==> src/rtl/seq_mag_comparator.sv <==
// Sequential magnitude comparator: walks DIGIT-bit slices MSB-first, exits on the first mismatch.
// Optional two's-complement mode is enabled by defining SEQ_MAG_COMPARATOR_SIGNED_EN.
module seq_mag_comparator #(
  parameter int unsigned WIDTH = 8,
  parameter int unsigned DIGIT = 2
) (
  input  logic             clk,
  input  logic             rst,
  input  logic             start,
  input  logic [WIDTH-1:0] a,
  input  logic [WIDTH-1:0] b,
`ifdef SEQ_MAG_COMPARATOR_SIGNED_EN
  input  logic             signed_mode,
`endif
  output logic             busy,
  output logic             done,
  output logic             gt,
  output logic             eq,
  output logic             lt
);

  localparam int unsigned NumSlices = WIDTH / DIGIT;
  localparam int unsigned IdxW      = (NumSlices > 1) ? $clog2(NumSlices) : 1;

  typedef enum logic [0:0] {StIdle, StCompare} state_e;

  state_e           r_state;
  state_e           w_state_nxt;
  logic [WIDTH-1:0] r_a;
  logic [WIDTH-1:0] r_b;
  logic [IdxW-1:0]  r_idx;
  logic             r_done;
  logic             r_gt;
  logic             r_eq;
  logic             r_lt;

  logic [WIDTH-1:0] w_msb_flip;
  logic [DIGIT-1:0] w_slice_a;
  logic [DIGIT-1:0] w_slice_b;
  logic             w_accept;
  logic             w_compare;
  logic             w_slice_ne;
  logic             w_last;

  // Inverting both MSBs maps two's complement ordering onto unsigned ordering.
`ifdef SEQ_MAG_COMPARATOR_SIGNED_EN
  assign w_msb_flip = {signed_mode, {(WIDTH-1){1'b0}}};
`else
  assign w_msb_flip = '0;
`endif

  assign w_accept   = start && (r_state == StIdle);
  assign w_compare  = (r_state == StCompare);
  assign w_slice_a  = r_a[WIDTH-1 -: DIGIT];
  assign w_slice_b  = r_b[WIDTH-1 -: DIGIT];
  assign w_slice_ne = (w_slice_a != w_slice_b);
  assign w_last     = (r_idx == '0);

  // State register
  always_ff @(posedge clk) begin
    if (rst) begin
      r_state <= StIdle;
    end else begin
      r_state <= w_state_nxt;
    end
  end

  // Next-state logic
  always_comb begin
    w_state_nxt = r_state;
    unique case (r_state)
      StIdle: begin
        if (start) begin
          w_state_nxt = StCompare;
        end
      end
      StCompare: begin
        if (w_slice_ne || w_last) begin
          w_state_nxt = StIdle;
        end
      end
      default: w_state_nxt = StIdle;
    endcase
  end

  // Output logic
  always_comb begin
    busy = 1'b0;
    unique case (r_state)
      StIdle:    busy = 1'b0;
      StCompare: busy = 1'b1;
      default:   busy = 1'b0;
    endcase
  end

  // Operands shift left so the slice under test is always the top DIGIT bits.
  always_ff @(posedge clk) begin
    if (rst) begin
      r_a    <= '0;
      r_b    <= '0;
      r_idx  <= '0;
      r_done <= 1'b0;
      r_gt   <= 1'b0;
      r_eq   <= 1'b0;
      r_lt   <= 1'b0;
    end else begin
      r_done <= 1'b0;
      if (w_accept) begin
        r_a   <= a ^ w_msb_flip;
        r_b   <= b ^ w_msb_flip;
        r_idx <= IdxW'(NumSlices - 1);
      end else if (w_compare) begin
        if (w_slice_ne) begin
          r_gt   <= (w_slice_a > w_slice_b);
          r_lt   <= (w_slice_a < w_slice_b);
          r_eq   <= 1'b0;
          r_done <= 1'b1;
        end else if (w_last) begin
          r_gt   <= 1'b0;
          r_lt   <= 1'b0;
          r_eq   <= 1'b1;
          r_done <= 1'b1;
        end else begin
          r_a   <= r_a << DIGIT;
          r_b   <= r_b << DIGIT;
          r_idx <= r_idx - IdxW'(1);
        end
      end
    end
  end

  assign done = r_done;
  assign gt   = r_gt;
  assign eq   = r_eq;
  assign lt   = r_lt;

endmodule

==> config.mk <==
export PLATFORM = sky130hd
export DESIGN_NAME = seq_mag_comparator
export DESIGN_NICKNAME = d
export VERILOG_FILES = /design/src/rtl/seq_mag_comparator.sv
export SDC_FILE = /design/constraint.sdc
export NUM_CORES = 1
export LEC_CHECK = 0
export ABC_AREA = 1
export CORE_ASPECT_RATIO = 0.75
export CORE_MARGIN = 3
export CORE_UTILIZATION = 47
export CTS_BUF_LIST = sky130_fd_sc_hd__clkbuf_8
export CTS_CLUSTER_SIZE = 25
export DETAILED_ROUTE_END_ITERATION = 10
export PLACE_DENSITY = 0.77
export SETUP_SLACK_MARGIN = 0.2
export SYNTH_ARGS = -nofsm -noshare
export SYNTH_HDL_FRONTEND = slang
export SYNTH_SLANG_ARGS = --single-unit
==> constraint.sdc <==
create_clock -name clk -period 1.2 [get_ports clk]
set_input_delay 0.24 -clock clk [delete_from_list [all_inputs] [get_ports clk]]
set_output_delay 0.24 -clock clk [all_outputs]
set_load 0.01 [all_outputs]
Yosys cells after proc, flatten, opt, wreduce, memory -nomap -nowiden --
Index checks and enable logic that the tools add are counted.
Word-level totals: register bits 23, bits of input ports 19, logic and storage cells 47, output and inout bits 5
Cells by class: add/sub/neg operators 1, $lt $le $gt $ge 2, reductions and logical operators 8, multiplexer cells 23, bitwise operators 2, eq/ne operators 3
Operators by type and width (count):
- $mux W8 | 8
- $mux W1 | 9
- $mux W2 | 4
- $reduce_and A3 Y1 | 2
- $ne A2 B2 Y1 const B | 2
- $pmux W1 S2 | 2
- $reduce_bool A2 Y1 | 2
- $reduce_or A3 Y1 | 1
- $gt A2 B2 Y1 | 1
- $logic_not A2 Y1 | 1
- $lt A2 B2 Y1 | 1
- $ne A2 B2 Y1 | 1
- $not A1 Y1 | 2
- $sub A2 B1 Y2 const B | 1
- $logic_and A1 B1 Y1 | 1
- $logic_or A1 B1 Y1 | 1

Longest topological paths before layout --
Gate-level depths: netlist of the first run.
depth in word-level cells 5, gate-level depth with buffers 9, gate-level depth less buffers 8

Worst setup path after synthesis of the first run --
OpenSTA, ideal clock, no wires.
path kind flip-flop to flip-flop, start point register r_b[7], end point register r_b[2], slack -0.126 ns, data required time 1.087 ns, setup time 0.113 ns, buffers on the path 1, cell stages (with the launch flop) 9, arrival 1.213 ns, period minus slack after synthesis 1.326 ns, cell sequence dfxtp_1 > inv_1 > ha_1 > nand2_1 > nand2_1 > nand3_4 > buf_6 > nor2_1 > nor2_1
On the way: cells in the longest elaborated chain, start to end 3
Ends and longest elaborated chain:
- start: declaration | RTL line 30 | logic [WIDTH-1:0] r_b;
- start signal: assignment | RTL line 110 | r_b <= b ^ w_msb_flip;
- start signal: assignment | RTL line 125 | r_b <= r_b << DIGIT;
- $ne A2 B2 Y1 | RTL line 56 | assign w_slice_ne = (w_slice_a != w_slice_b);
- $ne A2 B2 Y1 (no line)
- $reduce_and A3 Y1 (no line)
No other way between the ends. A chain may end at the register's enable or synchronous reset.

Worst setup path in the final report of the first run --
start point register r_a[6], end point register r_a[7]
On the way: cells in the longest elaborated chain, start to end 3
Ends and longest elaborated chain:
- start: declaration | RTL line 29 | logic [WIDTH-1:0] r_a;
- start signal: assignment | RTL line 109 | r_a <= a ^ w_msb_flip;
- start signal: assignment | RTL line 124 | r_a <= r_a << DIGIT;
- $ne A2 B2 Y1 | RTL line 56
- $ne A2 B2 Y1 (no line)
- $reduce_and A3 Y1 (no line)
No other way between the ends.

==> results of run 1 <==
metal layers:
layer | vias to the layer above | track usage (%) | wire [microns]
li1 | 588 | - | -
met1 | 529 | 18.2 | 1160
met2 | 23 | 31.0 | 1510
met3 | 9 | 5.07 | 118
met4 | 0 | 7.53 | 72
met5 | - | 0 | 0
area by class of cell:
cell class	count	area (sq um)	share of cell area (%)
multi-input combinational	125	661	39.8
tap	32	40.0	2.42
timing repair buffer	37	364	22.0
clock buffer	3	41.3	2.49
clock inverter	1	3.75	0.226
inverter	20	75.1	4.53
sequential	23	473	28.5
through the flow:
step | setup WS, ns | hold slack [ns] | cell area, sq um | TNS (ns) | total power, uW
after floorplan | -0.0738 | 0.399 | 1160 | -0.843 | 1790
after global placement | -0.183 | 0.453 | 1470 | -3.18 | 2080
after detailed placement | -0.235 | 0.455 | 1470 | -3.96 | 2120
after CTS | -0.133 | 0.468 | 1530 | -2.24 | 2640
after global routing | -0.203 | 0.485 | 1660 | -3.39 | 3200
final | -0.151 | 0.465 | 1660 | -2.17 | 2990
synth_stat cells, drive strengths merged:
master	n	area, sq um
nor3	1	5.00
ha	3	37.5
nand2	80	315
inv	20	75.1
a21oi	10	65.1
nand3	3	27.5
dfxtp	23	460
nor2	28	105
buf	7	62.6
kinds of logic after synthesis:
kind of cell	count (synthesis)	share of synthesized area (%)
simple gates	112	39.3
buf+inv	27	11.9
flops	23	39.9
compound gates	10	5.64
fa+ha+maj	3	3.25
state kept, by name, summed over array words and instances (netlist names):
name and cells:
r_state 1, r_idx 2, r_b 8, r_a 8, lt 1, eq 1
gt 1, done 1
repair_timing:
action / in CTS / in global routing
cloned: 0 / 2
pin swaps: 1 / 8
setup endpoints to repair: 28 / 24
gates resized for setup: 32 / 26
worst paths after layout:
check,to,slack [ns],cells after the start
setup / recovery,r_a[7]$_SDFFE_PP0P_,-0.15,9
hold / removal,r_a[1]$_SDFFE_PP0P_,0.47,2
setup reg to reg,r_a[7]$_SDFFE_PP0P_,-0.15,9
hold reg to reg,r_a[1]$_SDFFE_PP0P_,0.47,2
power by group:
part | total [uW] | internal (uW) | switching (uW) | leakage [uW]
Combinational | 1460 | 687 | 773 | 0.000591
Clock | 474 | 229 | 245 | 0.0000269
Sequential | 1060 | 951 | 105 | 0.000193
Total | 2990 | 1870 | 1120 | 0.000811
placed cells by master (no fill, tap or decap), types with 3 or more instances in the layout:
cell type,count
inv_2,5
a21oi_2,8
dfxtp_2,7
dfxtp_1,15
nor2_1,27
nand2_4,5
inv_1,16
nand2_1,59
clkbuf_8,3
nand2_2,16
buf_4,11
clkdlybuf4s50_1,18
buf_2,4
worst max-delay path, cell delays in order (launching register included):
cell,delay (ns)
dfxtp_2,0.33
inv_2,0.04
ha_4,0.27
nand2_4,0.06
nand2_4,0.07
nand3_4,0.11
clkbuf_16,0.20
nand2_2,0.05
nand2_1,0.04
nor2_1,0.12
==> run metrics, run 1 <==
status finished with violations; failing checks negative setup slack; slew of the pin with the lowest slew margin 0.486 ns; Num CTS Buffers 3; Yosys Warn Count 0; total die area 3090 sq um; Worst Setup SP r_a[6]$_SDFFE_PP0P_; mapped cell area 1150 sq um; layout net count 232; initial core utilization 53.5%; total track usage 17.0%; worst setup margin -0.151 ns; buffers from clock root to sink, at most 2; Final setup violation count 21; Period minus WS final 1.35 ns; Fin. Hold Viols 0; Leak 0.000811 uW; Cells after DPL 235; drt pass-1 iters 6; arrival time at the worst endpoint 1.56 ns; Worst Path Required 1.41 ns; post-synthesis area per instance 6.59 sq um; RSZ-0062 raised after global routing yes; gr ovfl total 0; core box area 2150 sq um; CTS HTree Levels 1; FMAX 740 MHz; Num Clock Sinks 23; post-synthesis instance total 175; ANT nets after route 0; antenna cell count 0; Worst Hold Class register to register; pin count of the biggest net entering global routing 33; Die X 63.2 microns; crit-path max FO 8; non-filler cells, final 241; Filler Cell Count 174; post-CTS setup buffers 0; # IOs 24; total length of routed wires 2860 microns; register area share after synthesis 39.9%; Port Buf Inserts 23; DRC viols 0; vias in the first global route 975; critical path class register to register; TritonCTS clock tree yes; Max IR drop VDD 0.859 mV; root buf cell clkbuf_8; Final Skew 0.00709 ns; first-iteration detailed-routing DRC count 42; Synth Net Count 197; crit path launch type register; DR vias 1149; HPWL after detailed placement 1740 microns; final period utilization 113%; endpoint class of the critical path register; row count 14; hold buffers post-CTS 0; die height 48.9 microns; PwrDens 1800 nW/um^2; routability congestion estimate 0.793; reg2reg start r_a[6]$_SDFFE_PP0P_; layout cells sized above 1 32.5%; global-route wire length before repair 4140 microns; synthesized flop and latch total 23; initial antenna violation count 0; Worst Min Path Start r_a[1]$_SDFFE_PP0P_; Finished Core Util 76.9%; max-cap violations 0; Skew-Pair Late Insertion Delay 0.27 ns; Final Max Slew Viols 0; Syn-to-layout area delta 43.7%; DR WL/cell 11.9 microns; via/cell ratio 4.77; Worst slew margin 67.6%; clk slew on worst S/H paths 0.08 ns; Distinct cells, synth 15
Power figures use the tool's default switching activity.
==> run 2: changes to the inputs <==
--- a/config.mk
+++ b/config.mk
@@ -8,11 +8,10 @@
 export ABC_AREA = 1
 export CORE_ASPECT_RATIO = 0.75
 export CORE_MARGIN = 3
-export CORE_UTILIZATION = 47
+export CORE_UTILIZATION = 25
 export CTS_BUF_LIST = sky130_fd_sc_hd__clkbuf_8
 export CTS_CLUSTER_SIZE = 25
 export DETAILED_ROUTE_END_ITERATION = 10
-export PLACE_DENSITY = 0.77
 export SETUP_SLACK_MARGIN = 0.2
 export SYNTH_ARGS = -nofsm -noshare
 export SYNTH_HDL_FRONTEND = slang
==> run 2 against run 1 <==
  * The flow still finishes with violations (negative setup slack)
  * Clock power increased by 3%
  * Utilization decreased by 35 points
  * Count of clock-buffer cells in the layout unchanged
  * Register-to-register slack got worse by 0.02 ns
  * Total power increased by 6.6%
  * Sequential power about the same
  * First-iteration DRC count decreased by 19%
  * Sequential share of layout area decreased by 2.0 points
  * Largest cell class unchanged
  * Largest power group unchanged
==> run metrics, run 2 (synthesis results as in run 1) <==
status finished with violations; failing checks negative setup slack; vias in the first global route 1035 (+6.2%); PwrDens 1790 nW/um^2 (-0.56%); Cells after DPL 259 (+10%); routability congestion estimate 0.748 (-5.7%); Final Skew 0.00488 ns (-0.00221 ns); Switching Share 36.6% (-0.94 points); Leak 0.000854 uW (+5.3%); Clk pwr share 15.4% (-0.4 points); Worst Setup SP r_b[7]$_SDFFE_PP0P_; total length of routed wires 2910 microns (+1.9%); DRC viols 0 (unchanged); ANT nets after route 0 (unchanged); layout cells sized above 1 35.5% (+3.0 points); # IOs 24 (unchanged); P_int 2020 uW (+8.2%); slew of the pin with the lowest slew margin 0.274 ns (-0.212 ns); total die area 5470 sq um (+77%); dpl ws -0.231 ns (+0.00424 ns); crit path cell chain inv_2, ha_4, nand2_4, nand2_4, nand3_4, clkbuf_16, nor2_2, nor2_1; Syn-to-layout area delta 54.1%; Period minus WS final 1.37 ns (+0.0236 ns); non-filler cells, final 269 (+12%); crit path launch type register; pin count of the biggest net entering global routing 17 (-48%); most common cell after layout, fill and taps aside nand2_1; Skew-Pair Late Insertion Delay 0.27 ns (about the same); total track usage 10.9% (-6.2 points); Num Clock Sinks 23 (unchanged); Worst Path Required 1.38 ns (-0.03 ns); arrival time at the worst endpoint 1.55 ns (about the same); reg2reg start r_b[7]$_SDFFE_PP0P_; clk slew on worst S/H paths 0.08 ns (about the same); global-route wire length before repair 4640 microns (+12%); DR WL/cell 10.8 microns (-8.7%); CP max stage cell dfxtp_2; root buf cell clkbuf_8; worst setup margin -0.175 ns (-0.0236 ns); Die X 84.4 microns (+34%); initial core utilization 27.1% (-26 points); Sw Pwr 1170 uW (+4.0%); CP most frequent cell nand2_4; share of total power in sequential cells 32.8% (-2.5 points); critical path class register to register; Worst slew margin 81.7% (+14 points); crit-path max FO 8 (unchanged); max-cap violations 0 (unchanged); via/cell ratio 4.17 (-12%); RSZ-0062 raised after global routing yes; antenna cell count 0 (unchanged); FMAX 728 MHz (-1.7%); HPWL after detailed placement 1700 microns (-2.6%); commonest non-fill, non-tap cells in the layout 63 x nand2_1, 19 x nor2_1, 18 x clkdlybuf4s50_1; first-iteration detailed-routing DRC count 34 (-19%); slowest cell delay on critical path 0.33 ns (about the same); buffers from clock root to sink, at most 2 (unchanged); largest registers r_a: 8 flops, r_b: 8 flops, r_idx: 2 flops; core box area 4250 sq um (+97%); Max IR drop VDD 0.661 mV (-23%); layout net count 237 (+2.2%); row count 20 (+6); gr ovfl total 0 (unchanged); combinational share of power 51.8% (+3.0 points); drt pass-1 iters 4 (-2); Worst Min Path Start gt$_SDFFE_PP0P_; final period utilization 115% (+2.0 points); Final setup violation count 22 (+4.8%); Fin. Hold Viols 0 (unchanged); Final Max Slew Viols 0 (unchanged); DR vias 1123 (-2.3%); initial antenna violation count 0 (unchanged); endpoint class of the critical path register; Port Buf Inserts 23 (unchanged); CTS HTree Levels 1 (unchanged); Worst Hold Class register to register; Num CTS Buffers 3 (unchanged); TritonCTS clock tree yes; die height 64.8 microns (+33%); Filler Cell Count 452 (+160%)
## run 2: critical path: cells and delay by family (launching register included)
kind	cells	cell delay, ns
AND/OR/NAND/NOR	5	0.41
flip-flops	1	0.33
buffers and inverters	2	0.27
adder cells (fa/ha/maj)	1	0.27
## run 2: path summary, 6_finish.rpt
check	cells after the start	to	slack, ns
worst min register to register	2	gt$_SDFFE_PP0P_	0.46
worst max register to register	8	r_b[2]$_SDFFE_PP0P_	-0.17
worst min-delay path	2	gt$_SDFFE_PP0P_	0.46
worst max-delay path	8	r_b[2]$_SDFFE_PP0P_	-0.17
## run 2: through the flow
| step | power [uW] | TNS, ns | utilization, % | hold slack, ns | cell area, sq um |
|---|---|---|---|---|---|
| 2_1_floorplan | 1790 | -0.843 | - | 0.399 | 1160 |
| 6_report | 3190 | -2.94 | 41.8 | 0.459 | 1780 |
| 3_3_place_gp | 2150 | -3.95 | 35.7 | 0.454 | 1520 |
| 4_1_cts | 2830 | -2.42 | 38.1 | 0.459 | 1620 |
| 5_1_grt | 3460 | -4.60 | 41.8 | 0.482 | 1780 |
| 3_5_place_dp | 2150 | -4.07 | 35.7 | 0.452 | 1520 |
## run 2: timing repair
| item | in CTS | in global routing |
|---|---|---|
| pin swaps | 3 | 15 |
| cloned | 1 | 2 |
| resized for setup | 29 | 36 |
| buffers inserted | 2 | 1 |
| setup endpoints to repair | 28 | 24 |
| hold buffers | 0 | 0 |
| endpoints found under the hold margin | 0 | 0 |
## run 2: cell type report
type | count | area (sq um) | area share, %
Clock inverter | 1 | 3.75 | 0.211
Timing Repair Buffer | 42 | 438 | 24.6
Inverter | 20 | 77.6 | 4.36
Clock buffer | 3 | 41.3 | 2.32
Multi-Input combinational cell | 125 | 677 | 38.1
Tap cell | 55 | 68.8 | 3.87
Sequential cell | 23 | 472 | 26.5
## run 2: power by group through the flow
stage	clock, uW	sequential (uW)	combinational, uW
2_1_floorplan	0	1040	747
3_3_place_gp	0	1030	1120
3_5_place_dp	0	1030	1120
4_1_cts	508	1020	1290
5_1_grt	540	1060	1860
6_report	490	1050	1650
## run 2: layer usage
layer	share of wire, %	track usage [%]
met1	48	13.7
met2	46	16.9
met3	4.9	3.94
met4	1.6	4.15
met5	0	0
==> run 3: changes to the inputs <==
--- a/config.mk
+++ b/config.mk
@@ -7,11 +7,12 @@
 export LEC_CHECK = 0
 export ABC_AREA = 1
 export CORE_ASPECT_RATIO = 0.75
-export CORE_MARGIN = 3
+export CORE_MARGIN = 2
 export CORE_UTILIZATION = 25
 export CTS_BUF_LIST = sky130_fd_sc_hd__clkbuf_8
 export CTS_CLUSTER_SIZE = 25
 export DETAILED_ROUTE_END_ITERATION = 10
+export PLACE_DENSITY = 0.52
 export SETUP_SLACK_MARGIN = 0.2
 export SYNTH_ARGS = -nofsm -noshare
 export SYNTH_HDL_FRONTEND = slang
==> run 3 against run 2 <==
  * The run still ends with negative setup slack left
  * First-iteration DRC count is 47% higher
  * Maximum frequency decreased by 3.0%
  * Count of clock-buffer cells in the layout unchanged
  * Sequential share of layout area fell by 0.90 points
  * Non-clock buffer count grew 3
  * Final cell count up 1.9%
  * Design area rose by 3.2%
  * Highest routed layer unchanged
==> run metrics, run 3 (synthesis results as in run 1) <==
status finished with violations; failing checks negative setup slack; arrival time at the worst endpoint 1.62 ns (+0.07 ns); clk slew on worst S/H paths 0.08 ns (about the same); initial antenna violation count 0 (unchanged); layout cells sized above 1 36.4% (+0.89 points); global-route wire length before repair 4690 microns (+1.1%); Worst Hold Class register to register; DR WL/cell 10.6 microns (-2.4%); antenna cell count 0 (unchanged); routability congestion estimate 0.765 (+2.3%); Die X 82.4 microns (-2.4%); Worst R2R Path Depth 8 (unchanged); PwrDens 1800 nW/um^2 (+0.59%); ANT nets after route 0 (unchanged); crit-path max FO 6 (-2); final period utilization 118% (+3.5 points); # IOs 24 (unchanged); Num Clock Sinks 23 (unchanged); critical path class register to register; slowest cell delay on critical path 0.35 ns (+0.02 ns); buffers from clock root to sink, at most 2 (unchanged); Final Max Slew Viols 0 (unchanged); via/cell ratio 4.15 (-0.51%); Max IR drop VDD 0.663 mV (+0.24%); worst setup margin -0.217 ns (-0.0421 ns); Skew-Pair Late Insertion Delay 0.26 ns (about the same); Final Skew 0.00165 ns (-0.00323 ns); TritonCTS clock tree yes; Cells after DPL 264 (+1.9%); total length of routed wires 2900 microns (-0.55%); HPWL after detailed placement 1740 microns (+2.5%); CP max stage cell dfxtp_1; initial core utilization 26.0% (-1.1 points); CP most frequent cell nand2_2; crit path launch type register; CTS HTree Levels 1 (unchanged); Period minus WS final 1.42 ns (+0.0421 ns); DRC viols 0 (unchanged); crit path cell chain inv_1, ha_1, nand2_2, nand3_4, clkbuf_16, nand2_2, nand2_1, nor2_1; slew of the pin with the lowest slew margin 0.535 ns (+0.261 ns); RSZ-0062 raised after global routing yes; layout net count 240 (+1.3%); top cell family by delay on the critical path simple AND/OR/NAND/NOR gates; pin count of the biggest net entering global routing 16 (-1); drt pass-1 iters 4 (unchanged); CP bufs+invs 2 (unchanged); commonest non-fill, non-tap cells in the layout 61 x nand2_1, 21 x nor2_1, 18 x clkdlybuf4s50_1; Hold Crit Depth 2 (unchanged); FMAX 706 MHz (-3.0%); Worst Path Required 1.41 ns (+0.03 ns); Filler Cell Count 464 (+2.7%); Met2 Wirelength 1370 microns (+3.1%); most common cell after layout, fill and taps aside nand2_1; instance count on the critical path 8 (unchanged); first-iteration detailed-routing DRC count 50 (+47%); total die area 5180 sq um (-5.4%); core box area 4440 sq um (+4.4%); top sig layer met4; non-filler cells, final 274 (+1.9%); die height 62.8 microns (-3.1%); Port Buf Inserts 23 (unchanged); Final setup violation count 22 (unchanged); setup TNS -3.53 ns (-0.598 ns); vias in the first global route 1081 (+4.4%); Syn-to-layout area delta 59.1%; Fin. Hold Viols 0 (unchanged); endpoint class of the critical path register; Leak 0.000893 uW (+4.6%); Worst slew margin 64.3% (-17 points); largest registers r_a: 8 flops, r_b: 8 flops, r_idx: 2 flops; total track usage 11.7% (+0.85 points); row count 21 (+5.0%); root buf cell clkbuf_8; hold buffers post-CTS 0 (unchanged); wl on met1 1360 microns (-2.3%); gr ovfl total 0 (unchanged); DR vias 1138 (+1.3%); Num CTS Buffers 3 (unchanged); max-cap violations 0 (unchanged); WL met3 147 microns (+2.8%)
-- run 3: worst min-delay path, stage by stage, from the launching register on --
cell and delay (ns):
dfxtp_2 0.33, nand2_1 0.05, a21oi_1 0.06
-- run 3: cell type report --
type	count	area (sq um)	share of cell area [%]
inverter	20	77.6	4.23
sequential	23	470	25.6
tap	57	71.3	3.89
clock buffer	3	41.3	2.25
timing repair buffer	45	464	25.3
multi-input combinational	125	707	38.5
clock inverter	1	3.75	0.204
-- run 3: final timing paths --
check / startpoint / endpoint / slack, ns
setup / recovery: r_idx[0]$_SDFFE_PP0P_ / r_b[4]$_SDFFE_PP0P_ / -0.22
hold / removal: gt$_SDFFE_PP0P_ / gt$_SDFFE_PP0P_ / 0.46
setup reg to reg: r_idx[0]$_SDFFE_PP0P_ / r_b[4]$_SDFFE_PP0P_ / -0.22
hold reg to reg: gt$_SDFFE_PP0P_ / gt$_SDFFE_PP0P_ / 0.46
-- run 3: per-stage QoR --
step / cell area (sq um) / power (uW) / worst slack [ns] / hold WS, ns / util [%]
after floorplan: 1160 / 1790 / -0.0738 / 0.399 / -
after global placement: 1540 / 2200 / -0.220 / 0.455 / 34.8
after detailed placement: 1540 / 2200 / -0.232 / 0.455 / 34.8
after CTS: 1690 / 2940 / -0.152 / 0.461 / 38.0
after global routing: 1840 / 3570 / -0.290 / 0.476 / 41.3
final: 1840 / 3310 / -0.217 / 0.464 / 41.3
-- run 3: power breakdown --
group	internal [uW]	total (uW)	leakage, uW	switching [uW]
clock	229	485	0.0000269	256
sequential	947	1050	0.000193	107
combinational	904	1770	0.000674	868
total	2080	3310	0.000893	1230
-- run 3: what timing repair did --
action,in CTS,in global routing
pin swaps,1,15
endpoints found under the setup margin,28,24
setup buffers,3,0
cloned,1,2
resized for setup,44,27
-- run 3: routing by layer --
metal,track usage [%],up-vias
met1,15.5,513
met3,3.47,2
met4,2.71,0
met5,0,-
met2,18.5,21
li1,-,602
==> patch 1: new RTL, flow settings as in run 2 <==
Add an input register stage for `start`, `a` and `b`; this delays them by one clock.
--- a/src/rtl/seq_mag_comparator.sv
+++ b/src/rtl/seq_mag_comparator.sv
@@ -24,6 +24,16 @@
 
   typedef enum logic [0:0] {StIdle, StCompare} state_e;
 
+  logic start_q;
+  logic [WIDTH-1:0] a_q;
+  logic [WIDTH-1:0] b_q;
+
+  always_ff @(posedge clk) begin
+    start_q <= start;
+    a_q     <= a;
+    b_q     <= b;
+  end
+
   state_e           r_state;
   state_e           w_state_nxt;
   logic [WIDTH-1:0] r_a;
@@ -49,7 +59,7 @@
   assign w_msb_flip = '0;
 `endif
 
-  assign w_accept   = start && (r_state == StIdle);
+  assign w_accept   = start_q && (r_state == StIdle);
   assign w_compare  = (r_state == StCompare);
   assign w_slice_a  = r_a[WIDTH-1 -: DIGIT];
   assign w_slice_b  = r_b[WIDTH-1 -: DIGIT];
@@ -70,7 +80,7 @@
     w_state_nxt = r_state;
     unique case (r_state)
       StIdle: begin
-        if (start) begin
+        if (start_q) begin
           w_state_nxt = StCompare;
         end
       end
@@ -106,8 +116,8 @@
     end else begin
       r_done <= 1'b0;
       if (w_accept) begin
-        r_a   <= a ^ w_msb_flip;
-        r_b   <= b ^ w_msb_flip;
+        r_a   <= a_q ^ w_msb_flip;
+        r_b   <= b_q ^ w_msb_flip;
         r_idx <= IdxW'(NumSlices - 1);
       end else if (w_compare) begin
         if (w_slice_ne) begin
Function: changed (Yosys sat finds a counterexample within 4 cycles, from zero or initial values and one cycle with rst high).
==> patch 1 against run 2 <==
  * The run still ends with setup timing left
  * Die area grew 27%
  * Worst setup slack better by 0.014 ns
  * Sequential cell count rose by 17
  * Area after synthesis increased by 30%
  * Wire length grew 1.2%
  * Cell area rose by 30%
  * Total power is 42% higher
  * Clock power is 130% higher
==> patch 1: results (changes against run 2) <==
| Metric | Value |
|---|---|
| Wire length on met1 | 1.40 mm (was 1.39 mm) |
| Clk_buf instances | 6 (was 3) |
| Finished Core Util | 41.6% (was 41.8%) |
| Hold Path Class | primary input to flop (was flop to flop) |
| Switching power | 1.39 mW (was 1.17 mW) |
| Fin area | 2310 sq um (was 1780 sq um) |
| Seq/Total Area, Yosys | 53.6% (was 39.9%) |
| Area of the multi-input gates | 696 sq um (was 677 sq um) |
| Seq_cells | 40 (was 23) |
| Clock-cell share of area | 5.25% (was 2.53%) |
| Gr usage total | 9.22% (was 10.9%) |
| Post-DP Area | 1930 sq um (was 1520 sq um) |
| Post-Synth Adder-Cell Area | 2.51% (was 3.25%) |
| Total Nets Final | 263 (was 237) |
| Vias in the first global route | 1077 (was 1035) |
| Crit-path max FO | 7 (was 8) |
| Hold path start | b[1] (was gt$_SDFFE_PP0P_) |
| Slew @ Worst Pin | 0.282 ns (was 0.274 ns) |
| Non-clock buffer share of cell area | 22.0% (was 24.6%) |
| Clock Latency Late Sink | 0.30 ns (was 0.27 ns) |
| Iter 0 DRT Violations | 55 (was 34) |
| WHS | 0.373 ns (was 0.459 ns) |
| First-pass GRT wire length | 4.74 mm (was 4.64 mm) |
| Drt wl/cell | 9.29 um (was 10.8 um) |
| Outcome | finished with violations (unchanged) |
| Combinational share of power | 38.1% (was 51.8%) |
| Via/cell ratio | 3.87 (was 4.17) |
| FF-to-FF End | r_a[4]$_SDFFE_PP0P_ (was r_b[2]$_SDFFE_PP0P_) |
| CTS Buf Count | 5 (was 3) |
| VDD IR max | 0.521 mV (was 0.661 mV) |
| Failing checks | setup timing (unchanged) |
| Post-Syn Nets | 214 (was 197) |
| Final Wtd Congestion | 0.771 (was 0.748) |
| Met2 WL | 1.31 mm (was 1.33 mm) |
| Filler Cells Inserted | 549 (was 452) |
| Htree depth | 2 (was 1) |
| Leakage | 1.07 nW (was 0.854 nW) |
| Multiplexer share of the synthesized area | 0% (unchanged) |
| Post-DP HPWL | 1.87 mm (was 1.70 mm) |
| Routed met3 length | 185 um (was 143 um) |
| Final setup viols | 23 (was 22) |
| Register area | 813 sq um (was 472 sq um) |
| Layout cells sized above 1 | 37.6% (was 35.5%) |
| Hold Path Sink | b_q[1]$_DFF_P_ (was gt$_SDFFE_PP0P_) |
| Setup WS post-layout | -0.160 ns (was -0.175 ns) |
==> patch 1: changes by cell type after synthesis, sizes merged <==
cell,delta
dfxtp,+17
==> patch 1: timing repair <==
action / 4_1_cts / 5_1_grt
cloned: 1 / 1
gates resized for setup: 52 / 22
setup endpoints to repair: 28 / 27
pin swaps: 6 / 9
buffers inserted: 2 / 5
==> patch 1: per-stage QoR <==
step	setup slack [ns]	TNS (ns)	instances	total power, mW
after floorplan	-0.0738	-0.843	192	2.40
after global placement	-0.0965	-1.29	300	2.85
after detailed placement	-0.156	-2.27	300	2.87
after CTS	-0.164	-2.29	311	4.30
after global routing	-0.253	-4.51	317	4.83
final	-0.160	-2.72	317	4.53
==> patch 1: routing by layer <==
layer | GRT usage, % | vias to the layer above
met5 | 0 | -
met4 | 3.36 | 0
met3 | 4.95 | 6
met2 | 13.7 | 26
met1 | 11.3 | 524
li1 | - | 670
==> patch 2: new RTL, flow settings as in run 2 <==
Without the edit above. Build with the macro `SEQ_MAG_COMPARATOR_SIGNED_EN` defined.
--- a/src/rtl/seq_mag_comparator.sv
+++ b/src/rtl/seq_mag_comparator.sv
@@ -1,5 +1,7 @@
 // Sequential magnitude comparator: walks DIGIT-bit slices MSB-first, exits on the first mismatch.
 // Optional two's-complement mode is enabled by defining SEQ_MAG_COMPARATOR_SIGNED_EN.
+`define SEQ_MAG_COMPARATOR_SIGNED_EN
+
 module seq_mag_comparator #(
   parameter int unsigned WIDTH = 8,
   parameter int unsigned DIGIT = 2
Interface: changed (added signed_mode); port bits go from 24 to 25. The function was not compared with the original's and may differ.
==> patch 2 against run 2 <==
  * The flow still finishes with violations (setup timing)
  * Count of clock-buffer cells in the layout unchanged
  * Sequential cell count unchanged
  * Combinational power down 9%
  * Worst setup slack better by 0.067 ns
  * Critical endpoint is now r_b[3]$_SDFFE_PP0P_
  * Die area down 0.50%
  * Non-clock buffer count up 1
  * Hold slack better by 0.0070 ns
  * Sequential power about the same
  * Total power down 5.4%
  * Area after synthesis down 0.54%
  * Wire length down 9.7%
  * Cell area down 1.1%
==> patch 2: results (changes against run 2) <==
| Metric | Value |
|---|---|
| Vias in the first global route | 1012 (was 1035) |
| Largest net degree at the start of global routing | 21 (was 17) |
| Post-Layout Cell Count | 280 (was 269) |
| Hold Path Sink | r_b[1]$_SDFFE_PP0P_ (was gt$_SDFFE_PP0P_) |
| Slew @ Worst Pin | 0.496 ns (was 0.274 ns) |
| Pre-CTS setup slack | -0.226 ns (was -0.231 ns) |
| Drt wl/cell | 9.39 um (was 10.8 um) |
| Syn_area_per_cell | 6.20 sq um (was 6.59 sq um) |
| Outcome | finished with violations (unchanged) |
| Final Wtd Congestion | 0.706 (was 0.748) |
| Post-DP Area | 1590 sq um (was 1520 sq um) |
| Final setup viols | 21 (was 22) |
| Crit-path max FO | 11 (was 8) |
| Gr usage total | 10.2% (was 10.9%) |
| Layout cells sized above 1 | 26.2% (was 35.5%) |
| Worst Path Arrival | 1.47 ns (was 1.55 ns) |
| Failing checks | setup timing (unchanged) |
| Post-DP HPWL | 1.78 mm (was 1.70 mm) |
| Post-placement cell count | 272 (was 259) |
| Met1 global-route usage | 14.8% (was 13.7%) |
| Complex-gate fraction of the synthesized area | 4.58% (was 5.64%) |
| Setup_tns | -1.54 ns (was -2.94 ns) |
| GR met3 Demand/Resource | 3.30% (was 3.94%) |
| Routed met3 length | 140 um (was 143 um) |
| Iter 0 DRT Violations | 43 (was 34) |
| Synth cell count leaders | nand2_1 (82), nor2_1 (31), dfxtp_1 (23), inv_1 (23), a21oi_1 (7) (was nand2_1 (74), nor2_1 (28), dfxtp_1 (23)) |
| PwrDens | 1720 nW/um^2 (was 1790 nW/um^2) |
| WHS | 0.466 ns (was 0.459 ns) |
| Grt met2 use | 14.3% (was 16.9%) |
| Setup WS post-layout | -0.108 ns (was -0.175 ns) |
| VDD IR max | 0.667 mV (was 0.661 mV) |
| Yosys top cell area share | 40.1% (was 39.9%) |
| First-pass GRT wire length | 4.54 mm (was 4.64 mm) |
| Seq/Total Area, Yosys | 40.1% (was 39.9%) |
| Hold path start | r_b[1]$_SDFFE_PP0P_ (was gt$_SDFFE_PP0P_) |
-- patch 2: cell types whose count changed in the layout (fill, tap and decap cells not counted), moves of 2 or more --
cell and delta:
nand2_1 +9, nand2_4 -2, inv_1 +5, clkbuf_16 -2, nor2_2 -6, buf_6 +3
buf_12 +2, nand2_2 -5, a21oi_2 -5, nor2_1 +11, a21oi_1 +2
-- patch 2: layout make-up --
cell class              instances  area (sq um)
inverters                      24          92.6
clock buffers                   3          41.3
clock inverters                 1          3.75
fillers                       467          2470
repair buffers                 43           432
well taps                      55          68.8
multi-input cells             131           648
flip-flops and latches         23           473
-- patch 2: worst register-to-register path: stages, from the launching register on --
cell     delay [ns]
dfxtp_2        0.33
inv_2          0.04
ha_4           0.27
nand2_4        0.06
nand2_4        0.07
nand3_4        0.10
buf_12         0.16
nor2_1         0.11
nor2_1         0.06
-- patch 2: repair_timing --
action | in CTS | in global routing
resized for setup | 38 | 19
pin swaps | 3 | 1
buffers inserted | 3 | 1
setup endpoints to repair | 28 | 25
